==> src/rtl/idct4_butterfly_pipe_if.sv <==
// Stream interface for the 4-point IDCT butterfly: input vector side and output vector side.
interface idct4_butterfly_pipe_if #(
  parameter int IN_W  = 16,
  parameter int OUT_W = 16
);
  logic                    in_valid;
  logic                    in_ready;
  logic                    in_last;
  logic signed [IN_W-1:0]  x0, x1, x2, x3;
  logic                    out_valid;
  logic                    out_ready;
  logic                    out_last;
  logic signed [OUT_W-1:0] y0, y1, y2, y3;
  logic                    sat_flag;

  modport master (
    output in_valid, in_last, x0, x1, x2, x3, out_ready,
    input  in_ready, out_valid, out_last, y0, y1, y2, y3, sat_flag
  );

  modport slave (
    input  in_valid, in_last, x0, x1, x2, x3, out_ready,
    output in_ready, out_valid, out_last, y0, y1, y2, y3, sat_flag
  );
endinterface

==> src/rtl/idct4_butterfly_pipe.sv <==
// HEVC 4-point inverse DCT (64/83/36), even/odd butterfly, two-stage pipeline with backpressure.
// Optional output clipping and sat_flag enabled by defining IDCT4_SAT_EN; default wraps to OUT_W.
module idct4_butterfly_pipe #(
  parameter int IN_W  = 16,
  parameter int OUT_W = 16,
  parameter int SHIFT = 7
) (
  input logic             clk,
  input logic             reset,
  idct4_butterfly_pipe_if.slave io
);

  localparam int ACC_W = IN_W + 10;
  typedef logic signed [ACC_W-1:0] acc_t;
  typedef logic signed [OUT_W-1:0] out_t;

  localparam acc_t C64 = acc_t'(64);
  localparam acc_t C83 = acc_t'(83);
  localparam acc_t C36 = acc_t'(36);
  localparam acc_t RND = acc_t'(1) <<< (SHIFT - 1);

  function automatic acc_t round_shift(input acc_t raw);
    return (raw + RND) >>> SHIFT;
  endfunction

`ifdef IDCT4_SAT_EN
  localparam acc_t MAXV = {{(ACC_W-OUT_W+1){1'b0}}, {(OUT_W-1){1'b1}}};
  localparam acc_t MINV = {{(ACC_W-OUT_W+1){1'b1}}, {(OUT_W-1){1'b0}}};

  function automatic logic is_clip(input acc_t r);
    return (r > MAXV) || (r < MINV);
  endfunction

  function automatic out_t narrow(input acc_t r);
    if (r > MAXV)      return MAXV[OUT_W-1:0];
    else if (r < MINV) return MINV[OUT_W-1:0];
    else               return r[OUT_W-1:0];
  endfunction
`else
  function automatic out_t narrow(input acc_t r);
    return r[OUT_W-1:0];
  endfunction
`endif

  logic en;
  logic vld_p1_q, last_p1_q;
  acc_t e0_p1_q, e1_p1_q, o0_p1_q, o1_p1_q;
  acc_t e0_p1_d, e1_p1_d, o0_p1_d, o1_p1_d;
  acc_t x0_s, x1_s, x2_s, x3_s;
  logic vld_p2_q, last_p2_q;
  acc_t r_p2[4];
  out_t y_p2_d[4];
  out_t y_p2_q[4];

  // Whole pipeline advances together; a stalled output freezes every stage.
  assign en          = !vld_p2_q || io.out_ready;
  assign io.in_ready = en;

  // Stage 1: even/odd butterfly terms
  assign x0_s = acc_t'(io.x0);
  assign x1_s = acc_t'(io.x1);
  assign x2_s = acc_t'(io.x2);
  assign x3_s = acc_t'(io.x3);

  always_comb begin
    e0_p1_d = C64 * (x0_s + x2_s);
    e1_p1_d = C64 * (x0_s - x2_s);
    o0_p1_d = C83 * x1_s + C36 * x3_s;
    o1_p1_d = C36 * x1_s - C83 * x3_s;
  end

  always_ff @(posedge clk) begin
    if (reset)   vld_p1_q <= 1'b0;
    else if (en) vld_p1_q <= io.in_valid;
  end

  always_ff @(posedge clk) begin
    if (en) begin
      e0_p1_q   <= e0_p1_d;
      e1_p1_q   <= e1_p1_d;
      o0_p1_q   <= o0_p1_d;
      o1_p1_q   <= o1_p1_d;
      last_p1_q <= io.in_last;
    end
  end

  // Stage 2: recombine, round, narrow
  always_comb begin
    r_p2[0] = round_shift(e0_p1_q + o0_p1_q);
    r_p2[1] = round_shift(e1_p1_q + o1_p1_q);
    r_p2[2] = round_shift(e1_p1_q - o1_p1_q);
    r_p2[3] = round_shift(e0_p1_q - o0_p1_q);
    for (int i = 0; i < 4; i++) y_p2_d[i] = narrow(r_p2[i]);
  end

  always_ff @(posedge clk) begin
    if (reset) begin
      vld_p2_q  <= 1'b0;
      last_p2_q <= 1'b0;
      for (int i = 0; i < 4; i++) y_p2_q[i] <= '0;
    end else if (en) begin
      vld_p2_q  <= vld_p1_q;
      last_p2_q <= last_p1_q;
      for (int i = 0; i < 4; i++) y_p2_q[i] <= y_p2_d[i];
    end
  end

`ifdef IDCT4_SAT_EN
  logic sat_p2_q, sat_p2_d;
  assign sat_p2_d = is_clip(r_p2[0]) | is_clip(r_p2[1]) | is_clip(r_p2[2]) | is_clip(r_p2[3]);

  always_ff @(posedge clk) begin
    if (reset)   sat_p2_q <= 1'b0;
    else if (en) sat_p2_q <= sat_p2_d;
  end

  assign io.sat_flag = sat_p2_q;
`else
  assign io.sat_flag = 1'b0;
`endif

  assign io.out_valid = vld_p2_q;
  assign io.out_last  = last_p2_q;
  assign io.y0        = y_p2_q[0];
  assign io.y1        = y_p2_q[1];
  assign io.y2        = y_p2_q[2];
  assign io.y3        = y_p2_q[3];

endmodule

==> src/flat_wrapper.sv <==
// flat-port wrapper written by rule: the top's interface ports become plain ports
module idct4_butterfly_pipe_flat 
#(
  parameter int IN_W  = 16,
  parameter int OUT_W = 16,
  parameter int SHIFT = 7
)
  (clk, reset, io_in_valid, io_in_last, io_x0, io_x1, io_x2, io_x3, io_out_ready, io_in_ready, io_out_valid, io_out_last, io_y0, io_y1, io_y2, io_y3, io_sat_flag);
  idct4_butterfly_pipe_if #(.IN_W(IN_W), .OUT_W(OUT_W)) io_i ();
  input logic clk;
  input logic reset;
  input wire logic [$bits(io_i.in_valid)-1:0] io_in_valid;
  input wire logic [$bits(io_i.in_last)-1:0] io_in_last;
  input wire logic [$bits(io_i.x0)-1:0] io_x0;
  input wire logic [$bits(io_i.x1)-1:0] io_x1;
  input wire logic [$bits(io_i.x2)-1:0] io_x2;
  input wire logic [$bits(io_i.x3)-1:0] io_x3;
  input wire logic [$bits(io_i.out_ready)-1:0] io_out_ready;
  output wire logic [$bits(io_i.in_ready)-1:0] io_in_ready;
  output wire logic [$bits(io_i.out_valid)-1:0] io_out_valid;
  output wire logic [$bits(io_i.out_last)-1:0] io_out_last;
  output wire logic [$bits(io_i.y0)-1:0] io_y0;
  output wire logic [$bits(io_i.y1)-1:0] io_y1;
  output wire logic [$bits(io_i.y2)-1:0] io_y2;
  output wire logic [$bits(io_i.y3)-1:0] io_y3;
  output wire logic [$bits(io_i.sat_flag)-1:0] io_sat_flag;
  assign io_i.in_valid = io_in_valid;
  assign io_i.in_last = io_in_last;
  assign io_i.x0 = io_x0;
  assign io_i.x1 = io_x1;
  assign io_i.x2 = io_x2;
  assign io_i.x3 = io_x3;
  assign io_i.out_ready = io_out_ready;
  assign io_in_ready = io_i.in_ready;
  assign io_out_valid = io_i.out_valid;
  assign io_out_last = io_i.out_last;
  assign io_y0 = io_i.y0;
  assign io_y1 = io_i.y1;
  assign io_y2 = io_i.y2;
  assign io_y3 = io_i.y3;
  assign io_sat_flag = io_i.sat_flag;
  idct4_butterfly_pipe #(.IN_W(IN_W), .OUT_W(OUT_W), .SHIFT(SHIFT)) u_core (.clk(clk), .reset(reset), .io(io_i));
endmodule
==> config.mk <==
export PLATFORM = sky130hd
export DESIGN_NAME = idct4_butterfly_pipe_flat
export DESIGN_NICKNAME = d
export VERILOG_FILES = /design/src/rtl/idct4_butterfly_pipe_if.sv /design/src/rtl/idct4_butterfly_pipe.sv /design/src/flat_wrapper.sv
export SDC_FILE = /design/constraint.sdc
export NUM_CORES = 1
export LEC_CHECK = 0
export BUFFER_PORTS_ARGS = -buffer_cell sky130_fd_sc_hd__buf_4
export CORE_AREA = 2 2 176 178
export CTS_CLUSTER_SIZE = 12
export DETAILED_ROUTE_END_ITERATION = 8
export DIE_AREA = 0 0 178 180
export PLACE_DENSITY = 0.75
export SLEW_MARGIN = 10
export SYNTH_ARGS = -nofsm -noshare
export SYNTH_HDL_FRONTEND = slang
export SYNTH_SLANG_ARGS = --single-unit
==> constraint.sdc <==
create_clock -name clk -period 6.3 [get_ports clk]
set_input_delay 0 -clock clk [delete_from_list [all_inputs] [get_ports clk]]
set_output_delay 0 -clock clk [all_outputs]
set_load 0.005 [all_outputs]
==> flow_metrics.tcl, run 1 <==
set metrics [dict create \
    status "complete, no violations" \
    met3_wirelength_mm 1.20 \
    skew_ns 0.0128 \
    p_int_w 0.00544 \
    ios 137 \
    syn-num-nets 2248 \
    final_common_cell "ha_1" \
    synth-simple-area-share_pct 9.89 \
    setup_viol 0 \
    worst_slew_pin_slew_ns 1.14 \
    crit_top_cell "ha_1" \
    fmax_mhz 169 \
    min_to "u_core.e0_p1_q[6]$_DFFE_PP_" \
    avgSynthCellArea_um2 9.74 \
    min_from "io_x0[0]" \
    die_w_um 178 \
    synth_top_family_by_area "adder cells" \
    power.switching_w 0.00446 \
    layout-drive-gt1-share_pct 10.2 \
    wl_met2_mm 17.5 \
    drt_iter0_drc 791 \
    grt_max_degree 89 \
    max-vdd-ir-drop_uv 232 \
    synth_adder_area_share_pct 37.0 \
    viasPerCell 5.43 \
    synthFlopType "edfxtp_1" \
    yosys.area.top_type "ha_1" \
    synthCells 1736 \
    coreArea_um2 30200 \
    overflow 0 \
    cp.required_ns 6.47 \
    hold_class "in -> reg" \
    multi_input_area_um2 11300 \
    path_delay_family "adder cells" \
    ff_latch_area_um2 4380 \
    slowest_stage "dlygate4sd3_1" \
    grt_pass1_wl_mm 59.9 \
    synth_edf_count 144 \
    slowest_delay_ns 0.54 \
    die_h_um 180 \
    gp_congestion 0.878 \
    r2r_slack_ns 2.88 \
    worstSetupStartpointType "input pin" \
    grt_pass1_vias 12500 \
    final-hold-violation-count 0 \
    routed.top_layer "met4" \
    ys_seq_area_share_pct 25.9 \
    switching_share_pct 45.0 \
    cts_sinks 147 \
    synthMuxAreaShare_pct 0.237 \
    cp-end-kind "register" \
    arrival_ns 6.10 \
    max_cap_viol_count 0 \
    diodes 0 \
    cp_max_fo 9 \
    track_usage_pct 23.3 \
    synth_area_um2 16900 \
    path_buf_inv 4 \
    comb_power_share_pct 69.7 \
    power-per-cell-area_nw_per_um2 519 \
    maxSlewViolCount 0 \
    synth_compound_area_share_pct 11.8 \
    cts_tree "yes" \
    clk_pin_slew_worst_paths_ns 0.07 \
    cts_made_buffers 17 \
    final_antenna_net_count 0 \
    drtPass1Iterations 7 \
    antenna_found_initial 0 \
    dp_hpwl_mm 30.3 \
    yosys-top-cells-area "ha_1 26%, edfxtp_1 26%, fa_1 11%" \
    clockBufferDepth 2 \
    synth_top_area_share_pct 25.8 \
    yosysWarnings 0 \
    reg2reg_depth 11 \
    rsz0062_at_grt "no" \
    slew_headroom_pct 23.8 \
    period_share_pct 94.2 \
    pwr-share-seq_pct 20.0 \
    drc 0 \
    most-common-layout-cells "349 x ha_1, 312 x inv_1, 144 x edfxtp_1" \
    power.total_w 0.00989 \
    syn2layout_area_growth_pct 12.7 \
    hold_depth 4 \
    num_rows 64 \
    num-fill-cells 2479 \
    wl_met1_mm 16.7 \
    fin_tns_setup_ns 0 \
    wl_per_cell_um 15.8 \
    final_nets 2394 \
    root_buffer "clkbuf_16" \
    synth_cell_types 75 \
    die-area_um2 32000 \
    reg2reg_from "u_core.o1_p1_q[8]$_DFFE_PP_" \
    portBuffers 135 \
    dr_total_vias 12400 \
    synth_seq_cells 147 \
    leakage_nw 9.49 \
    cts_max_level 4 \
    pwr-share-clk_pct 10.3 \
    worstSetupPathType "in -> reg" \
    routed_wl_mm 36.1 \
    fin_crit_ns 5.93 \
    regToRegEndpoint "u_core.y_p2_q[2][14]$_SDFFCE_PN0P_" \
    clk_latency_ns 0.44 \
    start_util_pct 56.0 \
    synthArstFlopShare_pct 0 \
    synth_xor_area_share_pct 7.72 \
]
-- synthesized netlist by cell type (2+ instances only) --
| library cell | n |
|---|---|
| ha_1 | 349 |
| inv_1 | 312 |
| edfxtp_1 | 144 |
| nor2_1 | 140 |
| a21oi_1 | 105 |
| xnor2_1 | 96 |
| fa_1 | 94 |
| xor2_1 | 53 |
| nand2_1 | 50 |
| o21ai_0 | 45 |
| nor3_1 | 38 |
| nand3_1 | 33 |
| a21o_1 | 31 |
| o21bai_1 | 20 |
| nand2b_1 | 18 |
| or3_1 | 17 |
| a211oi_1 | 14 |
| a31oi_1 | 14 |
| and3_1 | 12 |
| o21a_1 | 11 |
| clkbuf_1 | 10 |
| nor2b_1 | 10 |
| and2_1 | 8 |
| o211ai_1 | 7 |
| o31ai_1 | 7 |
| or2_2 | 7 |
| nand4_1 | 6 |
| a41oi_1 | 4 |
| buf_1 | 4 |
| buf_2 | 4 |
| mux2i_1 | 4 |
| nor3b_1 | 4 |
| o2111ai_1 | 4 |
| a211o_1 | 3 |
| a21boi_0 | 3 |
| a311oi_1 | 3 |
| dfxtp_1 | 3 |
| nor4_1 | 3 |
| o31a_1 | 3 |
| or4_1 | 3 |
| a2bb2oi_1 | 2 |
| a311o_1 | 2 |
| a41o_1 | 2 |
| o31ai_2 | 2 |
| o41ai_1 | 2 |
-- per-stage QoR --
step           setup WS, ns  util [%]  std cells  cell area [um2]  hold WS (ns)
2_1_floorplan         0.908         -       1736            16900        0.0691
3_3_place_gp          0.474      60.8       2250            18400         0.179
3_5_place_dp          0.344      60.8       2250            18400         0.183
4_1_cts               0.318      63.0       2289            19000        0.0100
5_1_grt              0.0574      63.1       2291            19100        0.0346
6_report              0.366      63.1       2291            19100        0.0299
-- power groups by stage --
stage | clock [W] | sequential [W] | combinational [W]
6_report | 0.00102 | 0.00198 | 0.00689
5_1_grt | 0.00108 | 0.00201 | 0.00775
4_1_cts | 0.00104 | 0.00198 | 0.00681
3_5_place_dp | 0 | 0.00200 | 0.00675
3_3_place_gp | 0 | 0.00198 | 0.00658
2_1_floorplan | 0 | 0.00193 | 0.00510
-- layer usage --
metal  vias to the layer above  GRT usage, %
li1                       6231             -
met1                      5921          30.9
met2                       255          40.3
met3                        41          2.33
met4                         0          6.59
met5                         -             0
-- final cells by class --
cell class | count | share of cell area [%]
repair buffers | 146 | 5.84
clock inverters | 15 | 0.946
inverters | 314 | 6.19
clock buffers | 17 | 2.23
flip-flops and latches | 147 | 23.0
well taps | 396 | 2.60
multi-input cells | 1256 | 59.2
-- kinds of logic after synthesis --
logic type | count (synthesis)
mux | 4
simple gates | 354
buf+inv | 333
xor+xnor | 149
fa+ha+maj | 443
other cells | 1
compound gates | 305
flops | 147
-- timing repair --
item / CTS / global route
setup endpoints to repair: 0 / 1
hold buffers: 7 / 0
hold endpoints to repair: 9 / 0
gates resized for setup: 0 / 2
setup buffers: 0 / 2
-- flip-flops by register name, summed over array words and instances, names as in the netlist --
name and flops:
u_core.y_p2_q 64, u_core.o0_p1_q 23, u_core.o1_p1_q 23, u_core.e0_p1_q 17, u_core.e1_p1_q 16, u_core.io.out_last 1, u_core.io.out_valid 1, u_core.last_p1_q 1
u_core.vld_p1_q 1
-- worst min-delay path, delay by kind of cell --
family	cells	cell delay (ns)
adder cells (fa/ha/maj)	1	0.11
buffers and inverters	3	0.19
-- worst max path at each step --
| stage | cells after the start | slack [ns] | start | end |
|---|---|---|---|---|
| global route | 27 | 0.06 | io_x3[3] | u_core.o0_p1_q[22]$_DFFE_PP_ |
| detailed placement | 26 | 0.34 | io_x3[1] | u_core.o0_p1_q[22]$_DFFE_PP_ |
| global placement | 26 | 0.47 | io_x3[1] | u_core.o0_p1_q[22]$_DFFE_PP_ |
| CTS | 25 | 0.32 | io_x3[3] | u_core.o0_p1_q[22]$_DFFE_PP_ |
| finish | 25 | 0.37 | io_x3[3] | u_core.o0_p1_q[22]$_DFFE_PP_ |
| floorplan | 25 | 0.91 | io_x3[1] | u_core.o0_p1_q[22]$_DFFE_PP_ |
Note: power is estimated with default switching activity, not from simulation.
==> inputs of run 2 (changes only) <==
MAX_ROUTING_LAYER = met4   (was default)
REMOVE_ABC_BUFFERS = 1   (was default)
==> run 2 against run 1 <==
- final area up 0.40%
- die area unchanged
- critical path depth unchanged
- hold slack worse by 0.0091 ns
- critical path type unchanged
- largest power group unchanged
- highest routed layer unchanged
==> flow_metrics.tcl, run 2 (same netlist as run 1, synthesis figures left out) <==
set metrics [dict create \
    status "complete, no violations" \
    r2r_slack_ns 2.91 \
    diodes 0 \
    cts_tree "yes" \
    reg2reg_depth 11 \
    syn2layout_area_growth_pct 13.2 \
    min_from "io_x2[1]" \
    slew_headroom_pct 30.5 \
    max_flop_register "u_core.y_p2_q" \
    slowest_delay_ns 0.54 \
    maxSlewViolCount 0 \
    final_common_cell "ha_1" \
    antenna_found_initial 0 \
    root_buffer "clkbuf_16" \
    min_to "u_core.e1_p1_q[7]$_DFFE_PP_" \
    cp_max_fo 9 \
    cp-end-kind "register" \
    coreArea_um2 30200 \
    final_antenna_net_count 0 \
    clockBufferDepth 2 \
    num_rows 64 \
    wl_per_cell_um 15.6 \
    grt_pass1_vias 12200 \
    gp_congestion 0.955 \
    clk_pin_slew_worst_paths_ns 0.06 \
    die_w_um 178 \
    biggestRegsByFlops "u_core.y_p2_q x64, u_core.o0_p1_q x23, u_core.o1_p1_q x23" \
    leakage_nw 9.51 \
    arrival_ns 6.18 \
    grt_max_degree 83 \
    skew_ns 0.00932 \
    cts_max_level 4 \
    cp.required_ns 6.48 \
    crit_top_cell "ha_1" \
    final-hold-violation-count 0 \
    cts_made_buffers 17 \
    layout-drive-gt1-share_pct 10.2 \
    fin_crit_ns 6.00 \
    most-common-layout-cells "349 x ha_1, 312 x inv_1, 144 x edfxtp_1" \
    start_util_pct 56.0 \
    largest_reg_flops 64 \
    placed_cells_incl_taps 2251 \
    hold-worst-slack_ns 0.0208 \
    slowest_stage "fa_1" \
    num-fill-cells 2490 \
    die-area_um2 32000 \
    worstSetupStartpointType "input pin" \
    die_h_um 180 \
    ff_latch_area_um2 4380 \
    multi_input_area_um2 11300 \
    clk_latency_ns 0.44 \
    hold_class "in -> reg" \
    viasPerCell 5.38 \
    max-vdd-ir-drop_uv 223 \
    track_usage_pct 23.7 \
    drc 0 \
    worst_slew_pin_slew_ns 1.04 \
    hold_depth 3 \
    reg2reg_from "u_core.o1_p1_q[9]$_DFFE_PP_" \
    drt_iter0_drc 814 \
    cts_sinks 147 \
    ios 137 \
    worstSetupPathType "in -> reg" \
    power-per-cell-area_nw_per_um2 521 \
    dp_hpwl_mm 29.8 \
    final_nets 2395 \
    max_cap_viol_count 0 \
    fmax_mhz 167 \
    grt_pass1_wl_mm 58.3 \
    period_share_pct 95.3 \
    routed_wl_mm 35.8 \
    dr_total_vias 12300 \
    regToRegEndpoint "u_core.y_p2_q[2][14]$_SDFFCE_PN0P_" \
    setup_viol 0 \
    drtPass1Iterations 5 \
    overflow 0 \
    stdcell_count 2292 \
    portBuffers 135 \
]
[run 2: cell types whose count changed in the layout (fill, tap and decap cells not counted), moves of 3 or more]
| cell | before | now |
|---|---|---|
| clkinv_8 | 3 | 0 |
| inv_6 | 6 | 0 |
| bufinv_16 | 1 | 6 |
| clkinvlp_4 | 2 | 5 |
| inv_8 | 3 | 0 |
[run 2: metal layers]
metal	vias to the layer above	GRT usage (%)	routed length [um]
li1	6227	-	-
met1	5816	29.4	16200
met2	246	40.7	17700
met3	47	2.12	1110
met4	0	7.28	799
met5	-	-	0
[run 2: timing repair]
action,CTS,global route
endpoints found under the hold margin,8,0
gates resized for setup,0,4
setup buffers,0,1
hold buffers,8,0
endpoints found under the setup margin,0,1
[run 2: through the flow]
step | utilization (%) | worst slack (ns) | setup TNS [ns] | power [W] | area, um2
after CTS | 63.3 | 0.233 | 0 | 0.00993 | 19100
after global routing | 63.4 | -0.0132 | -0.0132 | 0.0109 | 19100
after global placement | 60.8 | 0.382 | 0 | 0.00854 | 18400
after floorplan | - | 0.908 | 0 | 0.00703 | 16800
final | 63.4 | 0.298 | 0 | 0.00997 | 19100
after detailed placement | 60.8 | 0.227 | 0 | 0.00872 | 18400
[run 2: worst max-delay path by stage]
stage,startpoint,endpoint,slack (ns),depth (start not counted)
4_1_cts,io_x3[3],u_core.o0_p1_q[22]$_DFFE_PP_,0.23,25
5_1_grt,io_x3[3],u_core.o0_p1_q[22]$_DFFE_PP_,-0.01,27
6_report,io_x3[3],u_core.o0_p1_q[22]$_DFFE_PP_,0.30,25
3_5_place_dp,io_x3[1],u_core.o0_p1_q[22]$_DFFE_PP_,0.23,26
3_3_place_gp,io_x3[1],u_core.o0_p1_q[22]$_DFFE_PP_,0.38,26
2_1_floorplan,io_x3[1],u_core.o0_p1_q[22]$_DFFE_PP_,0.91,25
[run 2: critical path, delay by kind of cell]
kind                       cells  cell delay [ns]
adders and majority gates      7             2.74
AOI/OAI and AO/OA              9             1.91
xor gates and xnor gates       3             0.46
and+or+nand+nor                2             0.25
buffers and inverters          4             0.80
[run 2: final cells by class]
cell class                      instances  share of cell area, %
Multi-Input combinational cell       1256                   59.0
Sequential cell                       147                   22.9
Inverter                              314                   6.16
Timing Repair Buffer                  147                   5.87
Tap cell                              396                   2.59
Clock buffer                           18                   2.24
Clock inverter                         14                   1.23
[run 2: where the power goes]
group / internal [W] / switching (W) / leakage [nW]
registers: 0.00178 / 0.000192 / 1.60
clock network: 0.000739 / 0.000400 / 0.306
logic: 0.00305 / 0.00381 / 7.61
total: 0.00557 / 0.00440 / 9.51
